**config.mk**
```make
export PLATFORM = sky130hd
export DESIGN_NAME = alarm_led_sequencer
export DESIGN_NICKNAME = d
export VERILOG_FILES = /design/src/rtl/alarm_led_pkg.sv /design/src/rtl/alarm_led_timer.sv /design/src/rtl/alarm_led_sequencer.sv
export SDC_FILE = /design/constraint.sdc
export NUM_CORES = 1
export LEC_CHECK = 0
export CAP_MARGIN = 20
export CORE_ASPECT_RATIO = 0.75
export CORE_MARGIN = 3
export CORE_UTILIZATION = 35
export DETAILED_ROUTE_END_ITERATION = 7
export SYNTH_ARGS = -nofsm -noshare
export SYNTH_HDL_FRONTEND = slang
export SYNTH_SLANG_ARGS = --single-unit
```
**constraint.sdc**
```tcl
create_clock -name clk -period 7 [get_ports clk]
set_input_delay 1.05 -clock clk [delete_from_list [all_inputs] [get_ports clk]]
set_output_delay 1.05 -clock clk [all_outputs]
set_load 0.02 [all_outputs]
```
**src/rtl/alarm_led_pkg.sv**
```systemverilog
// ============================================================================
// Module      : alarm_led_pkg
// Description : Shared state, request-priority and LED colour definitions.
// Revision    : 1.0
// ============================================================================
`default_nettype none

package alarm_led_pkg;

  typedef enum logic [2:0] {
    ST_IDLE     = 3'd0,
    ST_ARMED    = 3'd1,
    ST_ENTRY    = 3'd2,
    ST_ALARM    = 3'd3,
    ST_DISARMED = 3'd4,
    ST_TEST     = 3'd5
  } state_e;

  typedef enum logic [2:0] {
    REQ_NONE    = 3'd0,
    REQ_DISARM  = 3'd1,
    REQ_TRIGGER = 3'd2,
    REQ_ARM     = 3'd3,
    REQ_TEST    = 3'd4
  } req_e;

  // Bit positions in the request vector; higher bit wins.
  localparam int c_REQ_BIT_DISARM  = 3;
  localparam int c_REQ_BIT_TRIGGER = 2;
  localparam int c_REQ_BIT_ARM     = 1;
  localparam int c_REQ_BIT_TEST    = 0;

  localparam logic [2:0] c_COLOR_OFF    = 3'b000;
  localparam logic [2:0] c_COLOR_WHITE  = 3'b001;
  localparam logic [2:0] c_COLOR_YELLOW = 3'b010;
  localparam logic [2:0] c_COLOR_CYAN   = 3'b011;
  localparam logic [2:0] c_COLOR_RED    = 3'b100;
  localparam logic [2:0] c_COLOR_GREEN  = 3'b110;

  function automatic req_e top_request(input logic [3:0] reqs);
    if (reqs[c_REQ_BIT_DISARM])       return REQ_DISARM;
    else if (reqs[c_REQ_BIT_TRIGGER]) return REQ_TRIGGER;
    else if (reqs[c_REQ_BIT_ARM])     return REQ_ARM;
    else if (reqs[c_REQ_BIT_TEST])    return REQ_TEST;
    else                              return REQ_NONE;
  endfunction

  // Requests a state listens to; everything else is ignored before arbitration.
  function automatic logic [3:0] req_mask(input state_e st);
    logic [3:0] m;
    m = '0;
    case (st)
      ST_IDLE:     begin m[c_REQ_BIT_ARM] = 1'b1; m[c_REQ_BIT_TEST] = 1'b1; end
      ST_ARMED:    begin m[c_REQ_BIT_DISARM] = 1'b1; m[c_REQ_BIT_TRIGGER] = 1'b1; end
      ST_ENTRY:    m[c_REQ_BIT_DISARM] = 1'b1;
      ST_ALARM:    m[c_REQ_BIT_DISARM] = 1'b1;
      ST_DISARMED: m[c_REQ_BIT_ARM] = 1'b1;
      ST_TEST:     m[c_REQ_BIT_ARM] = 1'b1;
      default:     m = '0;
    endcase
    return m;
  endfunction

  function automatic logic [2:0] color_of(input state_e st);
    case (st)
      ST_ARMED:    return c_COLOR_CYAN;
      ST_ENTRY:    return c_COLOR_YELLOW;
      ST_ALARM:    return c_COLOR_RED;
      ST_DISARMED: return c_COLOR_GREEN;
      ST_TEST:     return c_COLOR_WHITE;
      default:     return c_COLOR_OFF;
    endcase
  endfunction

  function automatic logic is_timed(input state_e st);
    return (st == ST_ENTRY) || (st == ST_DISARMED) || (st == ST_TEST);
  endfunction

endpackage

`default_nettype wire

```
**src/rtl/alarm_led_timer.sv**
```systemverilog
// ============================================================================
// Module      : alarm_led_timer
// Description : Loadable down-counter that stops at zero; clear beats load.
// Revision    : 1.0
// ============================================================================
`default_nettype none

module alarm_led_timer #(
  parameter int WIDTH = 8
) (
  input  logic             clk,
  input  logic             rst_n,
  input  logic             load,
  input  logic [WIDTH-1:0] value,
  input  logic             clear,
  output logic [WIDTH-1:0] count,
  output logic             expired
);

  logic [WIDTH-1:0] r_count;

  always_ff @(posedge clk or negedge rst_n) begin
    if (!rst_n) begin
      r_count <= '0;
    end else if (clear) begin
      r_count <= '0;
    end else if (load) begin
      r_count <= value;
    end else if (r_count != '0) begin
      r_count <= r_count - WIDTH'(1);
    end
  end

  assign count   = r_count;
  assign expired = (r_count == '0);

endmodule

`default_nettype wire

```
**src/rtl/alarm_led_sequencer.sv**
```systemverilog
// ============================================================================
// Module      : alarm_led_sequencer
// Description : Alarm panel state machine driving an RGB LED mode code.
//               Define ALARM_LED_SEQUENCER_TEST_EN to build in the lamp test.
// Revision    : 1.0
// ============================================================================
`default_nettype none

module alarm_led_sequencer
  import alarm_led_pkg::*;
#(
  parameter int ENTRY_DELAY_CYC  = 500000000,
  parameter int SUCCESS_HOLD_CYC = 100000000,
  parameter int TEST_HOLD_CYC    = 50000000
) (
  input  logic       clk,
  input  logic       rst_n,
  input  logic       arm_req,
  input  logic       disarm_req,
  input  logic       trigger,
  input  logic       test_req,
  output logic [2:0] color_code,
  output logic [2:0] state,
  output logic       alarm_active,
  output logic       timer_busy
);

  localparam int c_MAX_CYC = (ENTRY_DELAY_CYC > SUCCESS_HOLD_CYC)
                           ? ((ENTRY_DELAY_CYC > TEST_HOLD_CYC) ? ENTRY_DELAY_CYC : TEST_HOLD_CYC)
                           : ((SUCCESS_HOLD_CYC > TEST_HOLD_CYC) ? SUCCESS_HOLD_CYC : TEST_HOLD_CYC);
  localparam int c_TIMER_W = $clog2(c_MAX_CYC) + 1;

  localparam logic [c_TIMER_W-1:0] c_ENTRY_LOAD  = c_TIMER_W'(ENTRY_DELAY_CYC - 1);
  localparam logic [c_TIMER_W-1:0] c_DISARM_LOAD = c_TIMER_W'(SUCCESS_HOLD_CYC - 1);
`ifdef ALARM_LED_SEQUENCER_TEST_EN
  localparam logic [c_TIMER_W-1:0] c_TEST_LOAD   = c_TIMER_W'(TEST_HOLD_CYC - 1);
`endif

  state_e                 r_state;
  logic [2:0]             r_color;
  logic                   r_alarm;
  state_e                 w_next;
  req_e                   w_req;
  logic [3:0]             w_reqs;
  logic                   w_test_req;
  logic                   w_load;
  logic                   w_clear;
  logic [c_TIMER_W-1:0]   w_load_val;
  logic [c_TIMER_W-1:0]   w_count;
  logic                   w_expired;

`ifdef ALARM_LED_SEQUENCER_TEST_EN
  assign w_test_req = test_req;
`else
  assign w_test_req = test_req & 1'b0;
`endif

  always_comb begin
    w_reqs     = {disarm_req, trigger, arm_req, w_test_req} & req_mask(r_state);
    w_req      = top_request(w_reqs);
    w_next     = r_state;
    w_load_val = '0;

    case (r_state)
      ST_IDLE: begin
        if (w_req == REQ_ARM) w_next = ST_ARMED;
`ifdef ALARM_LED_SEQUENCER_TEST_EN
        else if (w_req == REQ_TEST) w_next = ST_TEST;
`endif
      end
      ST_ARMED: begin
        if (w_req == REQ_DISARM)       w_next = ST_DISARMED;
        else if (w_req == REQ_TRIGGER) w_next = ST_ENTRY;
      end
      // Disarm beats expiry in the final entry cycle.
      ST_ENTRY: begin
        if (w_req == REQ_DISARM) w_next = ST_DISARMED;
        else if (w_expired)      w_next = ST_ALARM;
      end
      ST_ALARM: begin
        if (w_req == REQ_DISARM) w_next = ST_DISARMED;
      end
      ST_DISARMED: begin
        if (w_req == REQ_ARM) w_next = ST_ARMED;
        else if (w_expired)   w_next = ST_IDLE;
      end
`ifdef ALARM_LED_SEQUENCER_TEST_EN
      ST_TEST: begin
        if (w_req == REQ_ARM) w_next = ST_ARMED;
        else if (w_expired)   w_next = ST_IDLE;
      end
`endif
      default: w_next = ST_IDLE;
    endcase

    w_load  = is_timed(w_next) && (w_next != r_state);
    w_clear = is_timed(r_state) && !is_timed(w_next);

    case (w_next)
      ST_ENTRY:    w_load_val = c_ENTRY_LOAD;
      ST_DISARMED: w_load_val = c_DISARM_LOAD;
`ifdef ALARM_LED_SEQUENCER_TEST_EN
      ST_TEST:     w_load_val = c_TEST_LOAD;
`endif
      default:     w_load_val = '0;
    endcase
  end

  // Outputs are registered from the next state so they move on the transition edge.
  always_ff @(posedge clk or negedge rst_n) begin
    if (!rst_n) begin
      r_state <= ST_IDLE;
      r_color <= c_COLOR_OFF;
      r_alarm <= 1'b0;
    end else begin
      r_state <= w_next;
      r_color <= color_of(w_next);
      r_alarm <= (w_next == ST_ALARM);
    end
  end

  alarm_led_timer #(
    .WIDTH (c_TIMER_W)
  ) u_timer (
    .clk     (clk),
    .rst_n   (rst_n),
    .load    (w_load),
    .value   (w_load_val),
    .clear   (w_clear),
    .count   (w_count),
    .expired (w_expired)
  );

  assign state        = r_state;
  assign color_code   = r_color;
  assign alarm_active = r_alarm;
  assign timer_busy   = (w_count != '0);

endmodule

`default_nettype wire

```
* Word level (Yosys, flattened, before mapping) *
Index checks and enable logic that the tools add are counted.

word-level totals
  bits in registers = 37
  input bits = 6
  output and inout bits = 8
  logic and storage cells = 55

cells by class
  add/sub/neg operators = 1
  eq/ne operators = 14
  muxes and demuxes = 22
  bitwise operators = 1
  reductions and logical operators = 13

operator list
  kind                                                                  number
  30-bit two-way mux                                                    3
  29-bit one-hot mux with 2 select lines                                1
  3-bit two-way mux                                                     12
  30-bit zero test                                                      1
  3-bit one-hot mux with 5 select lines                                 2
  30-bit nonzero test                                                   1
  30-bit by 1-bit subtractor with 30-bit output, second input constant  1
  3-bit by 2-bit == test with 1-bit output, second input constant       6
  3-bit == test, second input constant                                  4
  3-bit by 1-bit == test with 1-bit output, second input constant       3
  3-bit OR reduction                                                    2
  4-bit bitwise AND                                                     1
  1-bit logical OR                                                      4
  1-bit two-way mux                                                     4
  3-bit zero test                                                       1
  3-bit != test                                                         1
  3-bit nonzero test                                                    1
  1-bit logical AND                                                     2
  1-bit zero test                                                       1

* Logic depth before layout (Yosys ltp) *
Gate-level depths: netlist of the first run.

  depth in word-level cells = 18
  depth in mapped cells = 9
  mapped depth without buffers = 8

* Modules after synthesis *
From an unflattened synthesis of the first run, not the netlist that was laid out.

second synthesis, totals
  cells, all modules = 235
  area, all modules = 2318.5 um2

modules (own cells, without submodules)
  module               times used  cells each  area each (um2)  seq. area each (um2)
  alarm_led_timer      1           185         1854.3           750.7
  alarm_led_sequencer  1           50          464.2            175.2

* Least setup slack after synthesis of the first run *
Ideal clock, no wire load.

  path kind = reg2out
  from = reg u_timer.r_count[16], in the netlist u_timer.count[16]
  to = out timer_busy
  data arrival time = 2096 ps
  required time = 5950 ps
  setup slack = 3854 ps
  stages on the path, launching flop included = 6
  buffers on the path = 1
  cell sequence = dfrtp_1 or3_1 buf_2 or4_4 nor4_4 inv_1

between the ends
  longest elaborated chain between the ends = 1

RTL lines
  element                 RTL line                    text
  start, declared         alarm_led_timer.sv:20       logic [WIDTH-1:0] r_count;
  start signal, assigned  alarm_led_timer.sv:28       r_count <= value;
  start signal, assigned  alarm_led_timer.sv:30       r_count <= r_count - WIDTH'(1);
  30-bit nonzero test     alarm_led_sequencer.sv:137  assign timer_busy = (w_count != '0);
  end, declared           alarm_led_sequencer.sv:25   output logic timer_busy

No other way between the ends.

* Final worst setup path of the first run *
  from = reg u_timer.r_count[15], in the netlist u_timer.count[15]
  to = out timer_busy

Same word-level chain as after synthesis.

==> reports/metrics.csv, run 1 <==
metric,value,unit
Synth Register Bits,37,
CTS sink cnt,37,
Period minus WS final,4.114,ns
global-route usage over all layers,0.1355,
critical path's largest stage delay,0.61,ns
Synth top area share,0.4605,
Final Setup Violations,0,
Cells after Synth,203,
synth unique cells,41,
CTS Root Cell,clkbuf_8,
Die Y,71.64,µm
Pwr Density,347.3,nW/µm²
Int Power,515.2,µW
fin crit share,0.5877,
number of buffers added on ports,12,
Post-synth EDFFs,0,
num rows,23,
top post-synthesis cells by area,"dfrtp_1, xnor2_1, o21ai_0",
Die Width,93.52,µm
Post-synth ARST share,1.000,
setup TNS,0,ns
Worst-path clk slew,0.07,ns
Max Cap Viol,0,
CTS tree,yes,
warnings from Yosys,0,
power share of the combinational group,0.303,
area delta synth->final,14.13,%
Final GP Congestion,0.7606,
Post-DRT Antenna Nets,0,
CTS Hold Bufs,0,
Routed wire per std cell,13.91,µm
initial antenna violation count,0,
power share of the sequential group,0.454,
die area,6700,µm²
initial core utilization,0.3697,
WL final,4019,µm
Switching Share,0.3536,
CTS resizes,0,
pre-CTS setup slack,3.197,ns
fillers,530,
drt via density,5.076,
final hold viol count,0,
first-pass GRT wire length,7134,µm
top post-synthesis cells by count,"dfrtp_1, o21ai_0, xnor2_1, nor2_1, xor2_1",
total CTS buffers,5,
crit-path max FO,8,
storage element area,925.9,µm²
highest clock rate,243.1,MHz
H-tree Lvls,2,
Register-to-Register Path Depth,6,
HPWL after DPL,2788,µm
Vias,1467,
Worst EP required,5.95,ns
reg2reg setup slack,4.04,ns
worst flop-to-flop path startpoint,u_timer.count[15],
share of cells above drive strength 1,0.1028,
io pins,14,
Synth Cell Area,2011,µm²
Synthesized Nets,211,
final worst slack,2.886,ns
WHS Endpoint,u_timer.count[19],
Iter 0 DRT Violations,83,
Clock Latency Late Sink,0.29,ns
vias in the first global route,1417,
RR Endpoint,u_timer.count[1],
clock skew,0.008977,ns
Hold Crit Class,flip-flop to flip-flop,
Post-CTS Setup Inserts,0,
Post-layout nets,221,
DRC Markers,0,
Core Footprint,5439,µm²
"count leader, synth",dfrtp_1,
max-slew violation count,0,
CP top delay family,simple AND/OR/NAND/NOR gates,
sw power,281.8,µW
multi-input logic area,1017,µm²
# diodes,0,
largest net degree at the start of global routing,38,
crit path capture type,output pin,
LEAKAGE,0.8311,nW
sequential fraction of the synthesis area,0.4605,
top cell type by total area after synthesis,dfrtp_1,
outcome,"complete, no violations",
Worst slew margin,0.4395,
mean post-synth cell area,9.905,µm²
Buf/Inv on CP,2,
unrepaired setup endpoints after global routing,false,
drt pass-1 iters,4,
slowest cell on the critical path,or4_4,
crit path DAT,3.06,ns
CP Cell Sequence,or3_1 -> or4_4 -> nor4_4 -> inv_1 -> clkdlybuf4s50_1,
clock share of power,0.243,
ys flop type,dfrtp_1,
Longest Clk Path Bufs,2,
Setup Crit Path Kind,flip-flop to output pin,
hold path cells,2,
VDD IR max,0.1838,mV
Startpoint Class,flip-flop,
Hold Startpoint,u_timer.count[19],
GRT Residual Overflow,0,
actual slew at the worst max-slew pin,0.8407,ns
==> registers in the layout, summed over array words and instances (netlist names) <==
| name | cells |
|---|---|
| u_timer.count | 30 |
| color_code | 3 |
| state | 3 |
| alarm_active | 1 |
==> metal layers <==
metal / up-vias / track usage / wire, µm
met4: 0 / 0.05203 / 54
met5: - / 0 / 0
li1: 735 / - / -
met2: 18 / 0.1815 / 1590
met1: 707 / 0.2047 / 2271
met3: 7 / 0.03673 / 102
==> power by group through the flow <==
stage          sequential, mW  combinational (mW)  clock (mW)
3_3_place_gp            0.363               0.241           0
5_1_grt                 0.373               0.278       0.208
6_report                0.362               0.241       0.194
3_5_place_dp            0.364               0.241           0
2_1_floorplan           0.353               0.183           0
4_1_cts                 0.360               0.244       0.197
==> how the worst max path moves through the flow <==
stage	start	endpoint	cells past startpoint
global placement	u_timer.count[16]	timer_busy	5
finish	u_timer.count[15]	timer_busy	5
global route	u_timer.count[15]	timer_busy	5
detailed placement	u_timer.count[16]	timer_busy	5
CTS	u_timer.count[15]	timer_busy	5
floorplan	u_timer.count[16]	timer_busy	5
==> cells in the final DEF (no fill, tap or decap), types with 7 or more instances in the layout <==
master           count
nand2_1              7
nor2_1              19
xnor2_1             20
nor4_1               7
clkdlybuf4s50_1     11
or3_1                7
dfrtp_1             37
xor2_1               9
o21ai_0             23
nor3_1               8
==> layout make-up <==
cell class	count	share of cell area
clock buffers	7	0.03762
clock inverters	1	0.01309
flip-flops and latches	37	0.4035
inverters	5	0.008179
multi-input cells	151	0.4433
well taps	75	0.04089
repair buffers	13	0.05344
==> metrics by stage <==
stage | instance area (µm²) | utilization | hold slack, ns | power [mW] | instances
floorplan | 2011 | - | 0.5393 | 0.5360 | 203
finish | 2295 | 0.4219 | 0.6009 | 0.7970 | 289
global route | 2295 | 0.4219 | 0.6407 | 0.8592 | 289
detailed placement | 2178 | 0.4005 | 0.5791 | 0.6055 | 281
CTS | 2295 | 0.4219 | 0.5987 | 0.8019 | 289
global placement | 2178 | 0.4005 | 0.5735 | 0.6035 | 281
==> worst register-to-register path, cell delays in order (launching register included) <==
cell and delay (ns):
dfrtp_1 0.41, or3_1 0.46, or4_4 0.61, nor4_4 0.52, a21bo_4 0.23, nand3b_2 0.39
o21ai_0 0.20
==> logic make-up after synthesis <==
| kind of cell | after synthesis | share of synthesized area |
|---|---|---|
| adder cells (fa/ha/maj) | 2 | 0.01244 |
| buffers and inverters | 15 | 0.03360 |
| flip-flops | 37 | 0.4605 |
| XOR/XNOR | 29 | 0.1263 |
| AO/OA/AOI/OAI | 39 | 0.1158 |
| AND/OR/NAND/NOR | 81 | 0.2514 |
Power figures use the tool's default switching activity.
==> run 2, diff against run 1 <==
==> constraint.sdc (replaced) <==
create_clock -name clk -period 4.24 [get_ports clk]
set_input_delay 0.636 -clock clk [delete_from_list [all_inputs] [get_ports clk]]
set_output_delay 0.636 -clock clk [all_outputs]
set_load 0.02 [all_outputs]
==> run 2 against run 1 <==
Clock power rose by 42%. Critical path depth grew 1. Die area did not move. First-iteration DRC count is 20% lower. Hold slack lost 0.15 ns. Register-to-register slack got worse by 2.7 ns. Sequential share of layout area up 0.13 points. Count of clock-buffer cells in the layout stayed put. Utilization decreased by 0.14 points. Final cell count grew 0.35%. Total power rose by 60%. Routed wire length rose by 3.2%. Critical path type unchanged. Largest cell class unchanged. Highest routed layer unchanged.
==> reports/metrics.csv, run 2 (synthesis gave the netlist of run 1 again) <==
metric,value,unit
outcome,"complete, no violations",
Util after Layout,0.4205,
Final GP Congestion,0.7381,
setup TNS,0,ns
io pins,14,
max reg flops,30,
# diodes,0,
most frequent cells in the layout,"dfrtp_1, o21ai_0, xnor2_1, nor2_1, clkdlybuf4s50_1",
clock skew,0.004011,ns
Post-DRT Antenna Nets,0,
Die Width,93.52,µm
final hold viol count,0,
WL final,4149,µm
DRC Markers,0,
total CTS buffers,5,
die area,6700,µm²
CTS Hold Bufs,0,
CTS resizes,0,
power share of the sequential group,0.470,
area delta synth->final,13.75,%
unrepaired setup endpoints after global routing,false,
CP Cell Sequence,or3_1 -> or4_4 -> nor4_4 -> buf_4 -> inv_1 -> clkdlybuf4s50_1,
Worst EP required,3.60,ns
Pwr Density,556.6,nW/µm²
Vias,1474,
Iter 0 DRT Violations,66,
clock share of power,0.217,
fillers,541,
num rows,23,
multi-input logic area,1017,µm²
Die Y,71.64,µm
number of buffers added on ports,12,
max-slew violation count,0,
CTS tree,yes,
LEAKAGE,0.8323,nW
H-tree Lvls,2,
CTS sink cnt,37,
"Design Area, Final",2287,µm²
initial antenna violation count,0,
Worst slew margin,0.4382,
initial core utilization,0.3697,
Clock Latency Late Sink,0.29,ns
storage element area,925.9,µm²
highest clock rate,283.1,MHz
Longest Clk Path Bufs,2,
share of cells above drive strength 1,0.1116,
CTS Root Cell,clkbuf_8,
Placed Instances,282,
Worst-path clk slew,0.08,ns
largest net degree at the start of global routing,38,
first-pass GRT wire length,7245,µm
Hold Crit Class,primary input to asynchronous set/reset pin,
fin crit share,0.8331,
Routed wire per std cell,14.31,µm
Buf/Inv on CP,3,
GRT Residual Overflow,0,
sw power,467.6,µW
final worst slack,0.7079,ns
crit path capture type,output pin,
placed cell area,2186,µm²
CP top delay family,simple AND/OR/NAND/NOR gates,
"most common cell after layout, fill and taps aside",dfrtp_1,
power share of the combinational group,0.314,
Max Cap Viol,0,
"Cell Count, Final, Fillers Out",290,
crit-path max FO,8,
pre-CTS setup slack,1.018,ns
crit path DAT,2.90,ns
Core Footprint,5439,µm²
Switching Share,0.3674,
Startpoint Class,flip-flop,
Final Setup Violations,0,
slowest cell on the critical path,or4_4,
drt via density,5.083,
Int Power,805.3,µW
actual slew at the worst max-slew pin,0.8428,ns
Period minus WS final,3.532,ns
VDD IR max,0.2505,mV
vias in the first global route,1470,
global-route usage over all layers,0.1392,
drt pass-1 iters,4,
critical path's largest stage delay,0.61,ns
HPWL after DPL,2791,µm
Post-layout nets,222,
Setup Crit Path Kind,flip-flop to output pin,
Post-CTS Setup Inserts,0,
-- run 2: cell count changes in the layout (fill, tap and decap cells not counted), sizes merged --
cell	change
buf	+1
bufinv	-1
clkinv	+1
-- run 2: path summary, 6_finish.rpt --
check,start,to,slack (ns),cells after the start
hold reg to reg,u_timer.count[19],u_timer.count[19],0.58,2
min in group clk,u_timer.count[19],u_timer.count[19],0.58,2
setup / recovery,u_timer.count[16],timer_busy,0.71,6
max in group asynchronous,rst_n,u_timer.count[28],3.27,1
setup reg to reg,u_timer.count[16],u_timer.count[0],1.30,7
hold / removal,rst_n,u_timer.count[8],0.45,1
-- run 2: final cells by class --
| cell class | instances | share of cell area |
|---|---|---|
| clock buffer | 7 | 0.04212 |
| clock inverter | 1 | 0.002188 |
| inverter | 5 | 0.008206 |
| multi-input combinational | 151 | 0.4448 |
| sequential | 37 | 0.4048 |
| tap | 75 | 0.04103 |
| timing repair buffer | 14 | 0.05689 |
-- run 2: worst reg2reg max path, delay by kind of cell (launching register included) --
family | cells | cell delay (ns)
simple gates | 4 | 1.78
compound gates | 2 | 0.41
flops | 1 | 0.39
buf+inv | 1 | 0.20
-- run 2: power groups by stage --
stage          Clock, mW  Combinational (mW)  Sequential [mW]
2_1_floorplan          0               0.302            0.583
3_3_place_gp           0               0.399            0.602
3_5_place_dp           0               0.401            0.602
4_1_cts            0.285               0.404            0.598
5_1_grt            0.300               0.458            0.618
6_report           0.276               0.399            0.598
-- run 2: per-stage QoR --
step / power [mW] / hold WS (ns)
after floorplan: 0.8850 / 0.3404
after global placement: 1.000 / 0.5787
after detailed placement: 1.003 / 0.5689
after CTS: 1.287 / 0.4688
after global routing: 1.377 / 0.5116
final: 1.273 / 0.4490
-- run 2: per-layer routing --
| layer | part of all wire | vias up | GRT usage | routed length [µm] |
|---|---|---|---|---|
| met5 | 0 | - | 0 | 0 |
| met4 | 0.0070 | 0 | 0.04390 | 29 |
| met3 | 0.041 | 4 | 0.03253 | 170 |
| met2 | 0.41 | 20 | 0.1799 | 1681 |
| met1 | 0.55 | 709 | 0.2234 | 2268 |
| li1 | - | 741 | - | - |
==> run 3, diff against run 2 <==
==> constraint.sdc (replaced) <==
create_clock -name clk -period 2.95 [get_ports clk]
set_input_delay 0.4425 -clock clk [delete_from_list [all_inputs] [get_ports clk]]
set_output_delay 0.4425 -clock clk [all_outputs]
set_load 0.02 [all_outputs]
==> run 3 against run 2 <==
Combinational power is 54% higher. Critical path type unchanged. Sequential power rose by 43%. Sequential share of layout area fell by 1.4 points. Setup slack got worse by 0.49 ns. Non-clock buffer count increased by 5. Largest power group unchanged. Critical path depth fell by 1.
==> reports/metrics.csv, run 3 (synthesis gave the netlist of run 1 again) <==
metric,value,unit
outcome,"complete, no violations",
Clock Latency Late Sink,0.29,ns
Int Power,1.312,mW
Worst slew margin,0.4511,
"most common cell after layout, fill and taps aside",dfrtp_1,
number of buffers added on ports,12,
drt pass-1 iters,4,
CTS tree,yes,
first-pass GRT wire length,7314,µm
CTS Root Cell,clkbuf_8,
Max Cap Viol,0,
DRC Markers,0,
Worst Setup SP,u_timer.count[18],
Final Setup Violations,0,
Iter 0 DRT Violations,110,
Worst-path clk slew,0.07,ns
largest net degree at the start of global routing,38,
Pwr Total,1.996,mW
Die Y,71.64,µm
initial antenna violation count,0,
Post-CTS Setup Inserts,0,
VDD IR max,0.3769,mV
final worst slack,0.2198,ns
max reg flops,30,
Hold Crit Class,primary input to asynchronous set/reset pin,
H-tree Lvls,2,
final hold viol count,0,
Period minus WS final,2.730,ns
most frequent cells in the layout,"dfrtp_1, o21ai_0, xnor2_1, nor2_1, clkdlybuf4s50_1",
power share of the combinational group,0.308,
sw power,684.1,µW
Longest Clk Path Bufs,2,
drt via density,5.044,
Worst EP required,2.51,ns
clock share of power,0.262,
highest clock rate,366.3,MHz
Final GP Congestion,0.7337,
io pins,14,
max-slew violation count,0,
worst flop-to-flop path startpoint,u_timer.count[2],
Setup Crit Path Kind,flip-flop to output pin,
Util after Layout,0.4357,
Switching Share,0.3427,
vias in the first global route,1450,
num rows,23,
Vias,1488,
actual slew at the worst max-slew pin,0.8233,ns
fin crit share,0.9255,
area delta synth->final,17.86,%
crit path DAT,2.29,ns
total CTS buffers,5,
Post-DRT Antenna Nets,0,
share of cells above drive strength 1,0.1409,
HPWL after DPL,2846,µm
global-route usage over all layers,0.1395,
die area,6700,µm²
initial core utilization,0.3697,
CTS Hold Bufs,0,
Startpoint Class,flip-flop,
CTS sink cnt,37,
GRT Residual Overflow,0,
crit-path max FO,4,
Post-layout nets,227,
crit path capture type,output pin,
unrepaired setup endpoints after global routing,false,
pre-CTS setup slack,0.1587,ns
Routed wire per std cell,13.92,µm
Die Width,93.52,µm
clock skew,0.004873,ns
worst hold slack,0.2447,ns
Core Footprint,5439,µm²
# diodes,0,
LEAKAGE,0.8769,nW
power share of the sequential group,0.430,
WL final,4105,µm
setup TNS,0,ns
Pwr Density,842.3,nW/µm²
-- run 3: changes by cell type in the layout (fill, tap and decap cells not counted) --
cell / before / now
clkbuf_2: 0 / 1
clkdlybuf4s50_1: 11 / 10
bufinv_16: 0 / 2
clkbuf_8: 7 / 5
o31ai_2: 0 / 1
buf_4: 2 / 6
buf_12: 0 / 1
o31ai_1: 1 / 0
-- run 3: per-stage QoR --
stage | std cells | cell area (µm²)
after global placement | 287 | 2236
after global routing | 295 | 2370
after floorplan | 203 | 2011
final | 295 | 2370
after CTS | 295 | 2369
after detailed placement | 287 | 2236
-- run 3: layout make-up --
| class | instances | area [µm²] |
|---|---|---|
| flip-flops and latches | 37 | 925.9 |
| inverters | 5 | 18.77 |
| fillers | 524 | 3069 |
| multi-input cells | 151 | 1022 |
| clock buffers | 5 | 68.82 |
| repair buffers | 19 | 175.2 |
| well taps | 75 | 93.84 |
| clock inverters | 3 | 65.06 |
-- run 3: final timing paths --
path	to	cells after the start	slack, ns
min in group clk	u_timer.count[19]	2	0.58
worst min register to register	u_timer.count[19]	2	0.58
max in group asynchronous	u_timer.count[23]	1	2.19
worst max register to register	u_timer.count[29]	6	0.27
worst min-delay path	u_timer.count[2]	1	0.24
worst max-delay path	timer_busy	5	0.22
-- run 3: power by group through the flow --
stage | clock network (mW) | logic [mW] | registers (mW)
floorplan | 0 | 0.434 | 0.838
global placement | 0 | 0.607 | 0.862
detailed placement | 0 | 0.612 | 0.865
CTS | 0.533 | 0.621 | 0.857
global route | 0.563 | 0.693 | 0.892
finish | 0.524 | 0.614 | 0.858
-- run 3: critical path: stages, from the launching register on --
cell and delay [ns]:
dfrtp_1 0.40, or3_1 0.42, or4_4 0.57, nor4_4 0.30
inv_1 0.13, clkbuf_2 0.17
-- run 3: metal layers --
layer	wire length, µm	track usage
met5	0	0
met4	55	0.04878
met3	130	0.03253
met2	1688	0.1902
met1	2231	0.2134
-- run 3: what timing repair did --
| item | in CTS | in global routing |
|---|---|---|
| hold endpoints to repair | 0 | 0 |
| endpoints found under the setup margin | 1 | 3 |
| gates resized for setup | 1 | 3 |
